==> src/rtl/vision_cls_pkg.sv <==
// Shared types and result encodings for the vision classifier slice.
package vision_cls_pkg;

  // Result encodings; users slice RES_REJECT down to their own id width.
  localparam logic [31:0] RES_NONE   = '0;
  localparam logic [31:0] RES_REJECT = '1;

  typedef enum logic [1:0] {
    IDLE = 2'd0,
    SCAN = 2'd1,
    FIN  = 2'd2
  } fsm_state_t;

endpackage

==> src/rtl/min_fold_unit.sv <==
// Folds one class minimum into the running best (and runner-up with ARGMIN_MARGIN_EN).
module min_fold_unit #(
  parameter int ADDW = 14,
  parameter int IDW  = 3
) (
  input  logic [ADDW-1:0] cand,
  input  logic [IDW-1:0]  cand_id,
  input  logic [ADDW-1:0] best,
  input  logic [IDW-1:0]  best_id,
`ifdef ARGMIN_MARGIN_EN
  input  logic [ADDW-1:0] runner,
  output logic [ADDW-1:0] new_runner,
`endif
  output logic [ADDW-1:0] new_best,
  output logic [IDW-1:0]  new_best_id
);

  // Strict less-than keeps the earlier (lower id) class on a tie.
  always_comb begin
    new_best    = best;
    new_best_id = best_id;
`ifdef ARGMIN_MARGIN_EN
    new_runner  = runner;
`endif
    if (cand < best) begin
      new_best    = cand;
      new_best_id = cand_id;
`ifdef ARGMIN_MARGIN_EN
      new_runner  = best;
    end else if (cand < runner) begin
      new_runner  = cand;
`endif
    end
  end

endmodule

==> src/rtl/argmin_class_seq.sv <==
// Sequential argmin classifier: scans a CLAS x MODI count snapshot one entry per cycle.
// Optional reject margin enabled by defining ARGMIN_MARGIN_EN.
module argmin_class_seq
  import vision_cls_pkg::*;
#(
  parameter int CLAS = 5,
  parameter int MODI = 6,
  parameter int ADDW = 14,
  parameter int IDW  = 3
) (
  input  logic                     clk,
  input  logic                     rst_n,
  input  logic                     clr,
  input  logic                     start,
  input  logic [CLAS*MODI*ADDW-1:0] cnt_bus,
  input  logic [ADDW-1:0]          th,
`ifdef ARGMIN_MARGIN_EN
  input  logic [ADDW-1:0]          mth,
  output logic [ADDW-1:0]          margin,
`endif
  output logic                     busy,
  output logic                     done,
  output logic [IDW-1:0]           res,
  output logic [ADDW-1:0]          min_val
);

  localparam int MODN = CLAS * MODI;
  localparam int MW   = (MODI > 1) ? $clog2(MODI) : 1;
  localparam logic [MW-1:0]  MOD_LAST = MW'(MODI - 1);
  localparam logic [IDW-1:0] CLS_LAST = IDW'(CLAS);
  localparam logic [IDW-1:0] RES_REJ  = IDW'(RES_REJECT);
  localparam logic [IDW-1:0] RES_NIL  = IDW'(RES_NONE);

  if (CLAS + 1 >= 2**IDW) begin : g_idw_check
    $error("argmin_class_seq: IDW too small for CLAS plus reject code");
  end

  fsm_state_t state_q, state_d;

  logic [MODN*ADDW-1:0] snap_q;
  logic [ADDW-1:0]      th_q;
  logic [MW-1:0]        mod_q;
  logic [IDW-1:0]       cls_q;
  logic [ADDW-1:0]      cls_min_q;
  logic [ADDW-1:0]      best_q;
  logic [IDW-1:0]       best_id_q;
  logic [IDW-1:0]       res_q;
  logic [ADDW-1:0]      min_val_q;

  logic [ADDW-1:0]      entry;
  logic [ADDW-1:0]      cand;
  logic                 last_mod;
  logic                 last_entry;
  logic [ADDW-1:0]      fold_best;
  logic [IDW-1:0]       fold_id;
  logic                 accept;

`ifdef ARGMIN_MARGIN_EN
  logic [ADDW-1:0]      mth_q;
  logic [ADDW-1:0]      runner_q;
  logic [ADDW-1:0]      fold_runner;
  logic [ADDW-1:0]      margin_q;
  logic [ADDW-1:0]      margin_w;
`endif

  // The snapshot shifts down each cycle, so the current entry is always the low slice.
  assign entry      = snap_q[ADDW-1:0];
  assign cand       = (entry < cls_min_q) ? entry : cls_min_q;
  assign last_mod   = (mod_q == MOD_LAST);
  assign last_entry = last_mod && (cls_q == CLS_LAST);

  min_fold_unit #(
    .ADDW (ADDW),
    .IDW  (IDW)
  ) u_fold (
    .cand        (cand),
    .cand_id     (cls_q),
    .best        (best_q),
    .best_id     (best_id_q),
`ifdef ARGMIN_MARGIN_EN
    .runner      (runner_q),
    .new_runner  (fold_runner),
`endif
    .new_best    (fold_best),
    .new_best_id (fold_id)
  );

`ifdef ARGMIN_MARGIN_EN
  assign margin_w = fold_runner - fold_best;
  assign accept   = (fold_best < th_q) && !(margin_w < mth_q);
  assign margin   = margin_q;
`else
  assign accept   = (fold_best < th_q);
`endif

  always_ff @(posedge clk or negedge rst_n) begin
    if (!rst_n) state_q <= IDLE;
    else        state_q <= state_d;
  end

  always_comb begin
    state_d = state_q;
    if (clr) begin
      state_d = IDLE;
    end else begin
      unique case (state_q)
        IDLE:    if (start) state_d = SCAN;
        SCAN:    if (last_entry) state_d = FIN;
        FIN:     state_d = IDLE;
        default: state_d = IDLE;
      endcase
    end
  end

  // Result registers load on the last scan edge so they are valid while done is high.
  always_ff @(posedge clk or negedge rst_n) begin
    if (!rst_n) begin
      snap_q    <= '0;
      th_q      <= '0;
      mod_q     <= '0;
      cls_q     <= '0;
      cls_min_q <= '1;
      best_q    <= '1;
      best_id_q <= '0;
      res_q     <= RES_NIL;
      min_val_q <= '0;
`ifdef ARGMIN_MARGIN_EN
      mth_q     <= '0;
      runner_q  <= '1;
      margin_q  <= '0;
`endif
    end else if (clr) begin
      res_q     <= RES_NIL;
      min_val_q <= '0;
`ifdef ARGMIN_MARGIN_EN
      margin_q  <= '0;
`endif
    end else begin
      unique case (state_q)
        IDLE: begin
          if (start) begin
            snap_q    <= cnt_bus;
            th_q      <= th;
            mod_q     <= '0;
            cls_q     <= IDW'(1);
            cls_min_q <= '1;
            best_q    <= '1;
            best_id_q <= '0;
`ifdef ARGMIN_MARGIN_EN
            mth_q     <= mth;
            runner_q  <= '1;
`endif
          end
        end
        SCAN: begin
          snap_q <= snap_q >> ADDW;
          if (last_mod) begin
            mod_q     <= '0;
            cls_q     <= cls_q + IDW'(1);
            cls_min_q <= '1;
            best_q    <= fold_best;
            best_id_q <= fold_id;
`ifdef ARGMIN_MARGIN_EN
            runner_q  <= fold_runner;
`endif
            if (last_entry) begin
              res_q     <= accept ? fold_id : RES_REJ;
              min_val_q <= fold_best;
`ifdef ARGMIN_MARGIN_EN
              margin_q  <= margin_w;
`endif
            end
          end else begin
            mod_q     <= mod_q + MW'(1);
            cls_min_q <= cand;
          end
        end
        default: ;
      endcase
    end
  end

  assign busy    = (state_q == SCAN);
  assign done    = (state_q == FIN);
  assign res     = res_q;
  assign min_val = min_val_q;

endmodule

==> config.mk <==
export PLATFORM = sky130hd
export DESIGN_NAME = argmin_class_seq
export DESIGN_NICKNAME = d
export VERILOG_FILES = /design/src/rtl/vision_cls_pkg.sv /design/src/rtl/min_fold_unit.sv /design/src/rtl/argmin_class_seq.sv
export SDC_FILE = /design/constraint.sdc
export NUM_CORES = 1
export LEC_CHECK = 0
export ABC_CLOCK_PERIOD_IN_PS = 6100
export BUFFER_PORTS_ARGS = -buffer_cell sky130_fd_sc_hd__buf_2
export CAP_MARGIN = 20
export CORE_MARGIN = 5
export CORE_UTILIZATION = 30
export DETAILED_ROUTE_END_ITERATION = 8
export SLEW_MARGIN = 20
export SYNTH_ARGS = -nofsm -noshare
export SYNTH_HDL_FRONTEND = slang
export SYNTH_SLANG_ARGS = --single-unit
==> constraint.sdc <==
create_clock -name clk -period 6.1 [get_ports clk]
set_input_delay 1.83 -clock clk [delete_from_list [all_inputs] [get_ports clk]]
set_output_delay 1.83 -clock clk [all_outputs]
set_load 0.05 [all_outputs]
# After elaboration in Yosys (flattened, before gate mapping)
# Cells that the tools add are included.
dict set report word_totals {
  elab_cells 66
  inputBits 438
  output_inout_bits 19
  latch_bits 0
  memories 0
  mem_bits_ro 0
  reg_bits 490
  mem_bits_rw 0
}
dict set report classes {
  n_mux 31
  order_cmp 3
  mul 0
  div_mod_pow 0
  n_shift 0
  n_eq_ne 8
  n_bitwise 1
  n_reduce_logical 11
  n_addsub 2
}
# op count
set ops {}
lappend ops {{case mux 420 bit (2 select lines)} 1}
lappend ops {{2-to-1 mux 420 bit} 1}
lappend ops {{2-to-1 mux 14 bit} 9}
lappend ops {{case mux 14 bit (2 select lines)} 2}
lappend ops {{< comparator 14 bit} 3}
lappend ops {{2-to-1 mux 3 bit} 11}
lappend ops {{case mux 3 bit (2 select lines)} 3}
lappend ops {{AND reduction 3 bit} 3}
lappend ops {{nonzero test 2 bit} 4}
lappend ops {{adder 3 x 1 -> 3 bit, second input constant} 2}
lappend ops {{equality test 3 bit, second input constant} 2}
lappend ops {{2-to-1 mux 2 bit} 3}
lappend ops {{case mux 2 bit (2 select lines)} 1}
lappend ops {{AND reduction 4 bit} 1}
lappend ops {{inequality test 3 x 2 -> 1 bit, second input constant} 1}
lappend ops {{inequality test 3 bit, second input constant} 1}
lappend ops {{equality test 2 x 1 -> 1 bit, second input constant} 1}
lappend ops {{equality test 2 bit, second input constant} 1}
lappend ops {{zero test 2 bit} 1}
lappend ops {{inequality test 2 x 1 -> 1 bit, second input constant} 1}
lappend ops {{inequality test 2 bit, second input constant} 1}
lappend ops {{AND reduction 2 bit} 1}
lappend ops {{logical AND 1 bit} 1}
lappend ops {{NOT 1 bit} 1}

# Longest topological paths before layout
# Gate-level depths: netlist (run 1).
dict set report depth {
  depth_word 10
  mapped_depth 28
  mapped_depth_nobuf 25
}

# Modules after synthesis
# From an unflattened synthesis (run 1), not the netlist that was laid out.
dict set report unflattened {
  hier_cells 2649
  hier_area_um2 22591.7
}
# module area_each_um2 instances cells_each seq_area_each_um2
set modules_own_cells {}
lappend modules_own_cells {argmin_class_seq 21996.1 1 2586 12296.8}
lappend modules_own_cells {min_fold_unit 595.6 1 63 0.0}

# Worst setup path before layout (run 1)
# Ideal clock, no wire load.
dict set report synth_path {
  path_kind {reg-to-reg}
  startpoint {reg cls_min_q[11]}
  endpoint {reg res_q[0], in the netlist res[0]}
  arrival_time_ps 5288
  path_slack_ps 674
  period_less_slack_ps 5426
  setup_time_ps 139
  n_path_buf 3
  t_required_ps 5961
  path_stages_with_launch 29
  path_cell_list {dfstp_2 -> inv_1 -> ha_1 -> a21o_1 -> a21o_1 -> a211o_1 -> a21oi_2 -> buf_4 -> nor2_1 -> a21oi_1 -> inv_1 -> ha_1 -> nand4_1 -> nor4_2 -> nand2_1 -> a211oi_1 -> a311oi_2 -> buf_6 -> buf_2 -> nand2_1 -> o21ai_0 -> ha_1 -> a21o_1 -> a21o_1 -> a211o_1 -> a211oi_1 -> a22oi_1 -> a21oi_1 -> o211ai_1}
}
dict set report synth_between {
  elab_chain_cells 10
  word_cells_on_any_way 11
  classes_between {3 x order compare; 8 x mux}
}
# item line
set synth_rtl {}
lappend synth_rtl {{from (decl)} argmin_class_seq.sv:44} ;# logic [ADDW-1:0] cls_min_q;
lappend synth_rtl {{from (signal assigned)} argmin_class_seq.sv:175} ;# cls_min_q <= cand;
lappend synth_rtl {{< comparator 14 bit} argmin_class_seq.sv:68} ;# assign cand = (entry < cls_min_q) ? entry : cls_min_q;
lappend synth_rtl {{2-to-1 mux 14 bit *} argmin_class_seq.sv:68}
lappend synth_rtl {{< comparator 14 bit} min_fold_unit.sv:25} ;# if (cand < best) begin
lappend synth_rtl {{2-to-1 mux 14 bit} min_fold_unit.sv:25}
lappend synth_rtl {{< comparator 14 bit} argmin_class_seq.sv:93} ;# assign accept = (fold_best < th_q);
lappend synth_rtl {{2-to-1 mux 3 bit *} argmin_class_seq.sv:167} ;# res_q <= accept ? fold_id : RES_REJ;
lappend synth_rtl {{2-to-1 mux 3 bit *} argmin_class_seq.sv:166} ;# if (last_entry) begin
lappend synth_rtl {{2-to-1 mux 3 bit *} argmin_class_seq.sv:157} ;# if (last_mod) begin
lappend synth_rtl {{2-to-1 mux 3 bit *} argmin_class_seq.sv:139} ;# unique case (state_q)
lappend synth_rtl {{2-to-1 mux 3 bit *} argmin_class_seq.sv:132} ;# end else if (clr) begin
lappend synth_rtl {{to (signal assigned)} argmin_class_seq.sv:167}
lappend synth_rtl {{to (decl)} argmin_class_seq.sv:47} ;# logic [IDW-1:0] res_q;
# Mark *: on every way between the ends. The rest lies on a longest branch, timed or not. The select of a mux whose other input is x is not followed.
# A chain may end at the register's enable or synchronous reset.

# Worst setup path after layout (run 1)
# Same ends and word-level chain as after synthesis.

==> flow_summary.yaml, run 1 <==
placed_design:
  dpl_cell_area_mm2: 0.0260
  hpwl_um: 52800
  numPortBuffers: 456
  routabilityCongestion: 0.826
job:
  cap_viol_max_count: 0
timing:
  hold_ws_ps: 488
  clock_skew_ps: 29.7
  fin_crit_ps: 5770
  drv_slew: 0
  hold_violations: 0
  setup_violations: 0
  fin_crit_sh_pct: 94.6
  fmax_ghz: 0.173
  slew_headroom_pct: 24.9
  worst_pin_slew_ps: 1120
yosys:
  synth_cells: 2700
  synth-edff-count: 0
  avgSynthCellArea_um2: 8.43
  synth_top_area_share_pct: 50.8
  ys_seq_area_share_pct: 54.0
  synth_area_leaders: "dfrtp_1, nand2_1, a31oi_1, nor2_1, dfstp_2"
  yosys_warnings: 0
  yosys_register_bits: 490
  syn_area_mm2: 0.0228
  synth_common_cells: "nand2_1, dfrtp_1, nor2_1"
  yosysTopAreaCell: "dfrtp_1"
  async_flop_share_pct: 100
  ys_types: 49
  synth_ff_type: "dfrtp_1"
  syn-num-nets: 3179
  yosys.cell_count.top_type: "nand2_1"
detailed_routing:
  drtIter0Drc: 1527
  routed_wl_um: 75300
  routed_via_density: 4.86
  firstDrtPassIters: 5
  num_vias: 19900
  wl_per_cell_um: 18.4
  drt_drc_violations_left: 0
  postRouteAntennaNets: 0
critical_path:
  cpPeakStageDelay_ps: 510
  worstPathRequired_ps: 6580
  critical_path.most_common_cell: "a21o_1"
  slowest_stage: "dfstp_2"
  path_max_fanout: 16
  endpoint_kind: "flop"
  crit_path_start_kind: "flop"
  crit_type: "reg2reg"
  arrival_ps: 6250
layout:
  utilization_pct: 37.1
  fin_area_mm2: 0.0280
  nets: 3543
  area_growth_pct: 23.3
  final_layout_size_suffix_gt1_share_pct: 21.5
clocking:
  clock_path_buffers: 3
  clk_latency_ps: 610
  cts-root-buf: "clkbuf_16"
  cts-buffers-inserted: 57
  h-tree-depth: 2
  cts_sinks: 490
  cts_tree: "built"
  clk_pin_slew_worst_paths_ps: 70
floorplanning:
  rows: 101
  dieArea_mm2: 0.0815
  core_area_mm2: 0.0756
  start_util_pct: 30.1
  die_w_um: 285
  ioPinCount: 457
  die_h_um: 285
global_route:
  antenna_found_initial: 19
  grt_max_degree: 226
  grt_pass1_wl_um: 115000
  grt_util_all_layers_pct: 17.7
  first_global_vias: 19700
  grt_overflow: 0
power:
  max-vdd-ir-drop_mv: 0.225
  power.density_mw_per_mm2: 404
  power.leakage_nw: 13.1
worst_hold_path:
  min_path_type: "reg2reg"
status:
  status: "complete, no violations"
-- cells by family (layout without fill, tap and decap cells) --
| kind of cell | after synthesis | after routing | share of synthesized area [%] |
|---|---|---|---|
| AND/OR/NAND/NOR | 1328 | 1328 | 22.3 |
| AO/OA/AOI/OAI | 566 | 566 | 16.3 |
| flip-flops | 490 | 490 | 54.0 |
| buffers and inverters | 266 | 677 | 4.59 |
| adder cells (fa/ha/maj) | 41 | 41 | 2.25 |
| multiplexers | 7 | 7 | 0.346 |
| XOR/XNOR | 2 | 2 | 0.0770 |
| other | 0 | 10 | 0 |
-- where the power goes --
part           switching, mW  internal, mW
clock                   1.47          2.05
sequential             0.413          4.00
combinational           2.01          1.38
total                   3.89          7.44
-- critical path: cells and delay by family (launching register included) --
kind,cells,cell delay (ps)
flip-flops,1,510
adder cells (fa/ha/maj),3,900
buffers and inverters,4,560
AO/OA/AOI/OAI,15,2850
AND/OR/NAND/NOR,4,830
-- path summary, 6_finish.rpt --
kind,from,end,slack (ps),cells after the start
max,cls_min_q[11],res[0],330,26
min,min_val[0],min_val[0],490,2
max reg2reg,cls_min_q[11],res[0],330,26
min reg2reg,min_val[0],min_val[0],490,2
max in group asynchronous,rst_n,snap_q[373],3740,2
min in group asynchronous,rst_n,min_val[10],1230,1
-- through the flow --
step | setup WS [ps] | std cells | TNS [ps] | total power [mW]
2_1_floorplan | 674 | 2700 | 0 | 6.63
3_3_place_gp | 127 | 3976 | 0 | 7.65
3_5_place_dp | -12.0 | 3976 | -12.0 | 7.75
4_1_cts | 51.0 | 4082 | 0 | 11.3
5_1_grt | -38.2 | 4093 | -87.2 | 12.1
6_report | 332 | 4099 | 0 | 11.3
-- layout make-up --
cell class | count | area, um2
diodes | 10 | 25.0
clock buffers | 76 | 1590
clock inverters | 30 | 337
fillers | 7928 | 47500
inverters | 62 | 240
multi-input cells | 1944 | 9480
flip-flops and latches | 490 | 12300
well taps | 978 | 1220
repair buffers | 509 | 2860
-- state kept, by name (all words and copies together) (netlist names) --
signal     count
snap_q       420
best_q        14
cls_min_q     14
min_val       14
th_q          14
best_id_q      3
cls_q          3
mod_q          3
res            3
state_q        2
-- cells in the final DEF, fill, tap and decap left out, types with 3 or more instances in the layout --
master and count:
nand2_1 862, dfrtp_1 462, buf_2 455, nor2_1 427, a31oi_1 408, inv_1 61, clkbuf_16 57, ha_1 41
buf_4 36, o21ai_0 33, dfstp_2 28, a21oi_1 20, a22o_1 19, a22oi_1 17, nand3_1 13, a21o_1 12
clkinv_2 12, buf_12 12, o311ai_0 11, diode_2 10, a22oi_2 10, clkbuf_1 10, a21oi_2 9, clkbuf_8 9
nand4_1 8, a211oi_1 5, bufinv_16 5, buf_6 5, nand2b_1 4, a211o_1 4, o211ai_1 4, inv_6 4
clkinvlp_4 4, mux2_2 3, mux2i_1 3, o21a_1 3
-- repair_timing --
| action | in CTS | in global routing |
|---|---|---|
| pin swaps | 0 | 6 |
| hold buffers | 0 | 0 |
| resized for setup | 1 | 11 |
| endpoints found under the setup margin | 1 | 3 |
| setup buffers | 0 | 7 |
-- routing by layer --
metal  track usage, %  part of all wire [%]  up-vias
met5                0                  0.12        -
met4             4.74                   2.3       14
met3             3.88                   6.2      111
met2             28.8                    47      524
met1             24.1                    44     9420
li1                 -                     -     9868
Note: power is estimated with default switching activity, not from simulation.
==> run 2, diff against run 1 <==
SYNTH_HIERARCHICAL = 1   (was default)
==> flow_summary.yaml, run 2 <==
critical_path:
  slowest_stage: "a211o_1"
  cpPeakStageDelay_ps: 550
  critical_path.most_common_cell: "ha_1"
  crit_path_start_kind: "flop"
  path_buf_inv: 2
  critical_path.top_delay_family: "compound AO/OA/AOI/OAI gates"
  regToRegStartpoint: "cls_min_q[9]"
  startpoint: "cls_min_q[9]"
  arrival_ps: 5980
  worstPathRequired_ps: 6580
  crit_type: "reg2reg"
  path_max_fanout: 15
  path_cells: "inv_1 > ha_1 > and4_1 > nor2b_1 > a211o_1 > mux2_2 > ha_1 > a21oi_1 > o221ai_2 > a211oi_4 > buf_4 > mux2_4 > ha_1 > a21boi_0 > a2111oi_0 > o211ai_1 > a221o_1"
  endpoint_kind: "flop"
global_route:
  grt.busiest_layer: "met2"
  grt_util_all_layers_pct: 17.7
  first_global_vias: 19300
  antenna_found_initial: 38
  grt_pass1_wl_um: 114000
  grt_overflow: 0
  globalRouteMet2Util_pct: 27.4
  grt_max_degree: 262
  met3_usage_pct: 4.27
  use_met1_pct: 24.3
yosys:
  synth_area_leaders: "dfrtp_1, nand2_1, a31oi_1, nor2_1, dfstp_2"
  async_flop_share_pct: 100
  ys_seq_area_share_pct: 54.4
  synth_ff_type: "dfrtp_1"
  yosys_register_bits: 490
  syn_area_mm2: 0.0226
  synth-edff-count: 0
  avgSynthCellArea_um2: 8.53
  yosys.cell_count.top_type: "nand2_1"
  synth_top_area_share_pct: 51.2
  ys_types: 48
  synth_common_cells: "nand2_1, dfrtp_1, nor2_1"
  synth_cells: 2649
  yosysTopAreaCell: "dfrtp_1"
  syn-num-nets: 3128
  yosys_warnings: 6
worst_hold_path:
  worstHoldStart: "best_id_q[0]"
  min_path_type: "reg2reg"
floorplanning:
  rows: 100
  start_util_pct: 30.3
  ioPinCount: 457
  die_w_um: 284
  die_h_um: 284
  dieArea_mm2: 0.0809
  core_area_mm2: 0.0746
power:
  max-vdd-ir-drop_mv: 0.228
  power.density_mw_per_mm2: 382
  p_seq_share_pct: 41.3
  power_switching_mw: 3.31
  p_total_mw: 10.6
  p_int_mw: 7.32
  p_clk_share_pct: 35.3
  p_comb_share_pct: 23.4
  switching_share_pct: 31.1
  power.leakage_nw: 12.9
clocking:
  cts-root-buf: "clkbuf_16"
  h-tree-depth: 2
  clock_path_buffers: 3
  postCtsSetupBuffers: 0
  postCtsHoldBufs: 0
  clk_latency_ps: 620
  cts_sinks: 490
  clk_pin_slew_worst_paths_ps: 60
  cts-buffers-inserted: 58
  cts_tree: "built"
  cts_resized: 0
detailed_routing:
  drt_drc_violations_left: 0
  firstDrtPassIters: 6
  postRouteAntennaNets: 0
  wl_per_cell_um: 18.5
  drtIter0Drc: 1514
  routed_via_density: 4.85
  routed_wl_um: 74700
  num_vias: 19600
layout:
  nets: 3470
  largest_reg_flops: 420
  largest_register: "snap_q"
  mostFrequentLayoutCells: "nand2_1, dfrtp_1, buf_2"
  final_layout_size_suffix_gt1_share_pct: 21.5
  layout_commonest_cell: "nand2_1"
  area_growth_pct: 23.1
timing:
  fmax_ghz: 0.182
  setup_violations: 0
  hold_violations: 0
  fin_crit_ps: 5510
  setup_tns_ps: 0
  worst_pin_slew_ps: 1070
  slew_headroom_pct: 29.0
  fin_crit_sh_pct: 90.2
  drv_slew: 0
  clock_skew_ps: 21.5
  rsz0062_at_grt: "no"
placed_design:
  numPortBuffers: 456
  routabilityCongestion: 0.833
  hpwl_um: 52500
job:
  cap_viol_max_count: 0
status:
  status: "complete, no violations"
run 2: area by class of cell:
cell class | instances | area [um2]
fill | 7824 | 46800
sequential | 490 | 12300
multi-input combinational | 1917 | 9380
timing repair buffer | 481 | 2590
clock buffer | 82 | 1720
tap | 969 | 1210
clock inverter | 25 | 370
inverter | 43 | 169
antenna | 25 | 62.6
run 2: logic make-up (layout without fill, tap and decap cells):
family                     Yosys count  in the layout  synth area share [%]
xor gates and xnor gates             1              1                0.0388
and+or+nand+nor                   1318           1318                  22.4
buffers and inverters              242            631                  4.14
AOI/OAI and AO/OA                  525            525                  15.0
other                                0             25                     0
muxes                               32             32                  1.76
adders and majority gates           41             41                  2.27
DFF                                490            490                  54.4
run 2: final timing paths:
kind / endpoint / slack (ps) / cells after the start
setup / recovery: res[1] / 590 / 17
hold / removal: best_id_q[0] / 470 / 2
setup reg to reg: res[1] / 590 / 17
hold reg to reg: best_id_q[0] / 470 / 2
max in group asynchronous: snap_q[10] / 3530 / 2
min in group asynchronous: snap_q[127] / 1300 / 1
run 2: per-layer routing:
metal  wire length, um  vias up
met5               145        -
met4              1960       24
met3              4250      116
met2             34400      465
met1             34000     9312
li1                  -     9654
run 2: per-stage QoR:
step | area [um2] | worst slack [ps] | hold slack, ps | cells | utilization (%)
finish | 27800 | 595 | 469 | 4032 | 37.3
global route | 27800 | 328 | 488 | 4024 | 37.3
CTS | 27700 | 598 | 465 | 4007 | 37.2
detailed placement | 25700 | 613 | 453 | 3900 | 34.4
global placement | 25700 | 800 | 449 | 3900 | 34.4
floorplan | 22600 | 1170 | 435 | 2649 | -
run 2: power groups by stage:
stage	sequential [mW]	clock (mW)	combinational [mW]
floorplan	4.29	0	1.84
global placement	4.42	0	2.47
detailed placement	4.44	0	2.52
CTS	4.39	3.87	2.53
global route	4.48	3.99	2.85
finish	4.39	3.75	2.49
run 2: worst min-delay path, stage by stage (launching register included):
cell and delay, ps:
dfrtp_1 340, nand2_1 50, nand2_1 50
